### config.mk
export PLATFORM = sky130hd
export DESIGN_NAME = decodificador_4b5b
export DESIGN_NICKNAME = d
export VERILOG_FILES = /design/src/rtl/decodificador_4b5b_pkg.sv /design/src/rtl/decodificador_4b5b_dec.sv /design/src/rtl/decodificador_4b5b.sv
export SDC_FILE = /design/constraint.sdc
export NUM_CORES = 1
export LEC_CHECK = 0
export ABC_AREA = 1
export CORE_ASPECT_RATIO = 0.9
export CORE_MARGIN = 10
export CORE_UTILIZATION = 50
export CTS_BUF_LIST = sky130_fd_sc_hd__clkbuf_4 sky130_fd_sc_hd__clkbuf_8
export CTS_CLUSTER_DIAMETER = 60
export DETAILED_ROUTE_END_ITERATION = 12
export HOLD_SLACK_MARGIN = 0.05
export PLACE_DENSITY = 0.8
export SETUP_SLACK_MARGIN = 0.15
export SYNTH_ARGS = -nofsm -noshare
export SYNTH_HDL_FRONTEND = slang
export SYNTH_HIERARCHICAL = 1
export SYNTH_SLANG_ARGS = --single-unit
export TNS_END_PERCENT = 50
### constraint.sdc
create_clock -name clk -period 2.25 [get_ports clk]
set_clock_uncertainty 0.1 [all_clocks]
set_input_delay 0.5625 -clock clk [delete_from_list [all_inputs] [get_ports clk]]
set_output_delay 0.5625 -clock clk [all_outputs]
set_load 0.02 [all_outputs]
### src/rtl/decodificador_4b5b_pkg.sv
// Shared 4B/5B code definitions, FSM state encoding and decoder payload type.
package decodificador_4b5b_pkg;

    localparam int unsigned CODE_W = 5;
    localparam int unsigned NIB_W  = 4;
    localparam int unsigned BYTE_W = 8;

    // 5-bit line codes for nibbles 0..F, common with the encoder
    localparam logic [CODE_W-1:0] CODE_0 = 5'b11110;
    localparam logic [CODE_W-1:0] CODE_1 = 5'b01001;
    localparam logic [CODE_W-1:0] CODE_2 = 5'b10100;
    localparam logic [CODE_W-1:0] CODE_3 = 5'b10101;
    localparam logic [CODE_W-1:0] CODE_4 = 5'b01010;
    localparam logic [CODE_W-1:0] CODE_5 = 5'b01011;
    localparam logic [CODE_W-1:0] CODE_6 = 5'b01110;
    localparam logic [CODE_W-1:0] CODE_7 = 5'b01111;
    localparam logic [CODE_W-1:0] CODE_8 = 5'b10010;
    localparam logic [CODE_W-1:0] CODE_9 = 5'b10011;
    localparam logic [CODE_W-1:0] CODE_A = 5'b10110;
    localparam logic [CODE_W-1:0] CODE_B = 5'b10111;
    localparam logic [CODE_W-1:0] CODE_C = 5'b11010;
    localparam logic [CODE_W-1:0] CODE_D = 5'b11011;
    localparam logic [CODE_W-1:0] CODE_E = 5'b11100;
    localparam logic [CODE_W-1:0] CODE_F = 5'b11101;

    typedef enum logic [1:0] {
        S_IDLE  = 2'd0,
        S_HALF  = 2'd1,
        S_FULL  = 2'd2,
        S_FULLH = 2'd3
    } state_t;

    typedef struct packed {
        logic [NIB_W-1:0] nib;
        logic             valid;
    } dec_t;

endpackage

### src/rtl/decodificador_4b5b_dec.sv
// Combinational 5B -> 4B lookup; flags words outside the code table.
module dec4b5b
    import decodificador_4b5b_pkg::*;
(
    input  logic [CODE_W-1:0] code,
    output dec_t              dec_c
);

    always_comb begin
        dec_c.nib   = '0;
        dec_c.valid = 1'b1;
        case (code)
            CODE_0:  dec_c.nib = 4'h0;
            CODE_1:  dec_c.nib = 4'h1;
            CODE_2:  dec_c.nib = 4'h2;
            CODE_3:  dec_c.nib = 4'h3;
            CODE_4:  dec_c.nib = 4'h4;
            CODE_5:  dec_c.nib = 4'h5;
            CODE_6:  dec_c.nib = 4'h6;
            CODE_7:  dec_c.nib = 4'h7;
            CODE_8:  dec_c.nib = 4'h8;
            CODE_9:  dec_c.nib = 4'h9;
            CODE_A:  dec_c.nib = 4'hA;
            CODE_B:  dec_c.nib = 4'hB;
            CODE_C:  dec_c.nib = 4'hC;
            CODE_D:  dec_c.nib = 4'hD;
            CODE_E:  dec_c.nib = 4'hE;
            CODE_F:  dec_c.nib = 4'hF;
            default: dec_c.valid = 1'b0;
        endcase
    end

endmodule

### src/rtl/decodificador_4b5b.sv
// 4B/5B decoder: pairs decoded nibbles into bytes with valid/ack handshake,
// one spare nibble of buffering, invalid-code counting and sticky overrun.
module decodificador_4b5b
    import decodificador_4b5b_pkg::*;
#(
    parameter int unsigned ERR_W = 4
) (
    input  logic              clk,
    input  logic              reset,
    input  logic              m1,
    input  logic              m2,
    input  logic              m3,
    input  logic              m4,
    input  logic              m5,
    input  logic              ready,
    output logic [BYTE_W-1:0] data_out,
    output logic              out_valid,
    input  logic              out_ack,
    output logic              code_err,
    output logic [ERR_W-1:0]  err_cnt,
    output logic              overrun
);

    localparam logic [ERR_W-1:0] ERR_MAX = '1;

    state_t            state, state_n;
    logic [NIB_W-1:0]  hi_nib, hi_nib_n;
    logic [BYTE_W-1:0] data_n;
    logic [ERR_W-1:0]  err_cnt_n;
    logic              overrun_n;
    logic              word_ok, word_bad, ack;
    dec_t              dec;

    dec4b5b u_dec (
        .code  ({m1, m2, m3, m4, m5}),
        .dec_c (dec)
    );

    assign word_ok  = ready &  dec.valid;
    assign word_bad = ready & ~dec.valid;
    assign ack      = out_valid & out_ack;

    // Next-state and next-register values
    always_comb begin
        state_n   = state;
        hi_nib_n  = hi_nib;
        data_n    = data_out;
        overrun_n = overrun;
        err_cnt_n = err_cnt;

        if (word_bad && (err_cnt != ERR_MAX))
            err_cnt_n = err_cnt + ERR_W'(1);

        case (state)
            S_IDLE: begin
                if (word_ok) begin
                    state_n  = S_HALF;
                    hi_nib_n = dec.nib;
                end
            end
            S_HALF: begin
                if (word_ok) begin
                    state_n = S_FULL;
                    data_n  = {hi_nib, dec.nib};
                end else if (word_bad) begin
                    state_n = S_IDLE;
                end
            end
            S_FULL: begin
                if (ack) begin
                    if (word_ok) begin
                        state_n  = S_HALF;
                        hi_nib_n = dec.nib;
                    end else begin
                        state_n = S_IDLE;
                    end
                end else if (word_ok) begin
                    state_n  = S_FULLH;
                    hi_nib_n = dec.nib;
                end
            end
            S_FULLH: begin
                if (ack) begin
                    if (word_ok) begin
                        state_n = S_FULL;
                        data_n  = {hi_nib, dec.nib};
                    end else if (word_bad) begin
                        state_n = S_IDLE;
                    end else begin
                        state_n = S_HALF;
                    end
                end else if (word_ok) begin
                    overrun_n = 1'b1;
                end else if (word_bad) begin
                    // resync: drop the held high nibble, keep the pending byte
                    state_n = S_FULL;
                end
            end
        endcase
    end

    always_ff @(posedge clk) begin
        if (reset) begin
            state     <= S_IDLE;
            hi_nib    <= '0;
            data_out  <= '0;
            out_valid <= 1'b0;
            code_err  <= 1'b0;
            err_cnt   <= '0;
            overrun   <= 1'b0;
        end else begin
            state     <= state_n;
            hi_nib    <= hi_nib_n;
            data_out  <= data_n;
            out_valid <= (state_n == S_FULL) || (state_n == S_FULLH);
            code_err  <= word_bad;
            err_cnt   <= err_cnt_n;
            overrun   <= overrun_n;
        end
    end

endmodule

==> flow_summary.json <==
{
  "status": "finished clean",
  "synthArstFlopShare_pct": 0,
  "drtIter0Drc": 26,
  "wl_met3_um": 186,
  "max_stage_delay_ns": 0.66,
  "grt_util_all_layers_pct": 11.57,
  "hp-start": "data_out[3]",
  "core_sq_mm": 0.001914,
  "worst_path_max_delay_cell": "clkdlybuf4s50_1",
  "route.met2.wl_um": 1123,
  "synthFlopType": "dfxtp_1",
  "crit_start": "err_cnt[2]",
  "synth_cell_type_count": 23,
  "synth_top_area_share_pct": 39.85,
  "dp.cells": 199,
  "root_buffer": "clkbuf_4",
  "ant_nets": 0,
  "crit_path_cell_trace": "clkdlybuf4s50_1",
  "totalWireLength_um": 2332,
  "htree_levels": 1,
  "avgSynthCellArea_sq_um": 6.977,
  "path_depth": 1,
  "cts_tree": "built",
  "irDropWorstVdd_v": 0.0005271,
  "whs_path_depth": 2,
  "cts.clk_slew.worst_paths_ns": 0.11,
  "yosysWarnings": 6,
  "critPathBufInv": 1,
  "clock.fmax_ghz": 0.4786,
  "dpl.hpwl_um": 1899,
  "layout.cells.non_filler": 203,
  "drive_gt1_share_pct": 15.73,
  "dr.max_layer_used": "met4",
  "hp-class": "reg -> reg",
  "grt_overflow": 0,
  "drv_cap": 0,
  "die_area_sq_mm": 0.004205,
  "wl_per_cell_um": 11.49,
  "met1_length_um": 974,
  "antenna_found_initial": 0,
  "crit_type": "reg -> out",
  "cts_max_path_buffers": 2,
  "grt_pass1_vias": 897,
  "drt-pass1-iter-count": 4,
  "hold_buffers": 0,
  "synth_area_sq_mm": 0.001005,
  "endpoint_kind": "output port",
  "slew_headroom_pct": 76.31,
  "io_pins": 24,
  "syn_inst": 144,
  "layout_setup_ws_ns": 0.1606,
  "finalHoldViolCount": 0,
  "crit_fanout": 6,
  "crit_arrival_ns": 1.43,
  "cp_top_family": "buffers and inverters",
  "cts_made_buffers": 3,
  "tightestPinTransition_ns": 0.3549,
  "rsz0062_at_grt": "true",
  "setup_viol": 0,
  "p_leak_nw": 0.6176,
  "routed_via_density": 4.936,
  "start_kind": "flop",
  "rows": 15,
  "ys_ff_latch": 20,
  "grt_max_degree": 16,
  "yosysSeqAreaShare_pct": 39.85,
  "finalCriticalPeriod_ns": 2.089,
  "synth_nets": 154,
  "synth_area_leaders": "dfxtp_1, nor2_1, o21ai_0",
  "r2r_cells": 6,
  "vias": 1002,
  "n_fill_cell": 163,
  "place.gp.congestion": 0.8596,
  "worstReg2RegStart": "err_cnt[0]",
  "clock_sinks": 20,
  "slew_violations": 0,
  "drc_errors": 0,
  "n_antenna_cell": 0,
  "finalCritPeriodShare_pct": 92.86,
  "p_per_area_mw_per_mm2": 608.0,
  "port_buffers": 23,
  "synth_enable_flop_cells": 0,
  "post-place-ws_ns": -0.2524,
  "grt_pass1_wl_um": 3829,
  "start_util_pct": 52.48,
  "die_y_um": 62.53,
  "area_growth_pct": 36.49,
  "insertion_delay_ns": 0.31,
  "critical_path_required_ns": 1.59,
  "die_x_um": 67.25,
  "nNetsFinal": 189,
  "synth.largest_area_cell": "dfxtp_1"
}
[Yosys cell counts (2+ instances only)]
cell type / instances
dfxtp_1: 20
nand3_1: 11
buf_6: 3
nand4_1: 3
o21ai_0: 16
nor2_1: 36
nand2_2: 2
a21oi_1: 6
nand2_1: 17
nand2_4: 2
inv_2: 3
nor2_2: 2
inv_1: 13
[registers in the layout, summed over array words and instances, names as in the netlist]
signal     count
code_err       1
data_out       8
err_cnt        4
hi_nib         4
out_valid      1
overrun        1
state          1
[layout by cell type (no fill, tap or decap), drive strengths merged]
cell type       n
clkbuf          3
ha              1
dlygate4sd2     3
clkdlybuf4s50  19
o211ai          1
nand3          12
nand4           3
nor2           39
and2            1
o21a            1
xor2            1
a21oi           6
o21ai          16
buf            11
dfxtp          20
nor3            1
nand2          21
dlymetal6s2s    1
inv            17
bufinv          1
[routing by layer]
layer | up-vias | global-route usage, %
met5 | - | 0
met3 | 5 | 5.018
li1 | 533 | -
met4 | 0 | 5.385
met2 | 24 | 18.72
met1 | 440 | 12.45
[logic make-up (layout without fill, tap and decap cells)]
logic type,Yosys count,in the layout,share of synthesized area [%]
xor+xnor,1,1,0.8719
buf+inv,21,55,10.46
flops,20,20,39.85
fa+ha+maj,1,1,1.245
compound gates,24,24,12.45
simple gates,77,77,35.12
[what timing repair did]
action / in CTS / in global routing
resized for setup: 3 / 7
setup endpoints to repair: 11 / 19
setup buffers: 0 / 0
[worst reg2reg max path, cell delays in order, from the launching register on]
cell and delay [ns]:
dfxtp_1 0.41, ha_1 0.21, nand3_1 0.09, nand2_1 0.18, inv_2 0.06, nand2_1 0.06, a21oi_1 0.06
[worst paths after layout]
path,to,slack (ns)
max,err_cnt[2],0.16
min,data_out[3],0.39
max reg2reg,err_cnt[2],0.96
min reg2reg,data_out[3],0.39
[cell type report]
type	count	area, sq um	share of cell area, %
well taps	25	31.28	2.281
flip-flops and latches	20	400.4	29.20
inverters	17	66.31	4.836
clock buffers	3	22.52	1.642
repair buffers	34	311.5	22.72
clock inverters	1	30.03	2.190
multi-input cells	103	509.2	37.13
[metrics by stage]
stage          instance area (sq um)  hold slack, ns  power, mW  utilization [%]  TNS (ns)
6_report                        1371          0.3947     0.8337            71.63         0
3_5_place_dp                    1310          0.3701     0.5436            68.43    -3.733
2_1_floorplan                   1005          0.3695     0.4816                -         0
3_3_place_gp                    1310          0.3558     0.5385            68.43    -2.303
4_1_cts                         1359          0.3985     0.8398            70.98         0
5_1_grt                         1371          0.4156     0.8726            71.63         0
[report_power, final]
part / leakage (nW) / switching (mW) / internal (mW)
clock network: 0.0279 / 0.117 / 0.180
registers: 0.163 / 0.0131 / 0.372
logic: 0.427 / 0.0852 / 0.0661
total: 0.618 / 0.215 / 0.619
(Power assumes the default switching activity.)
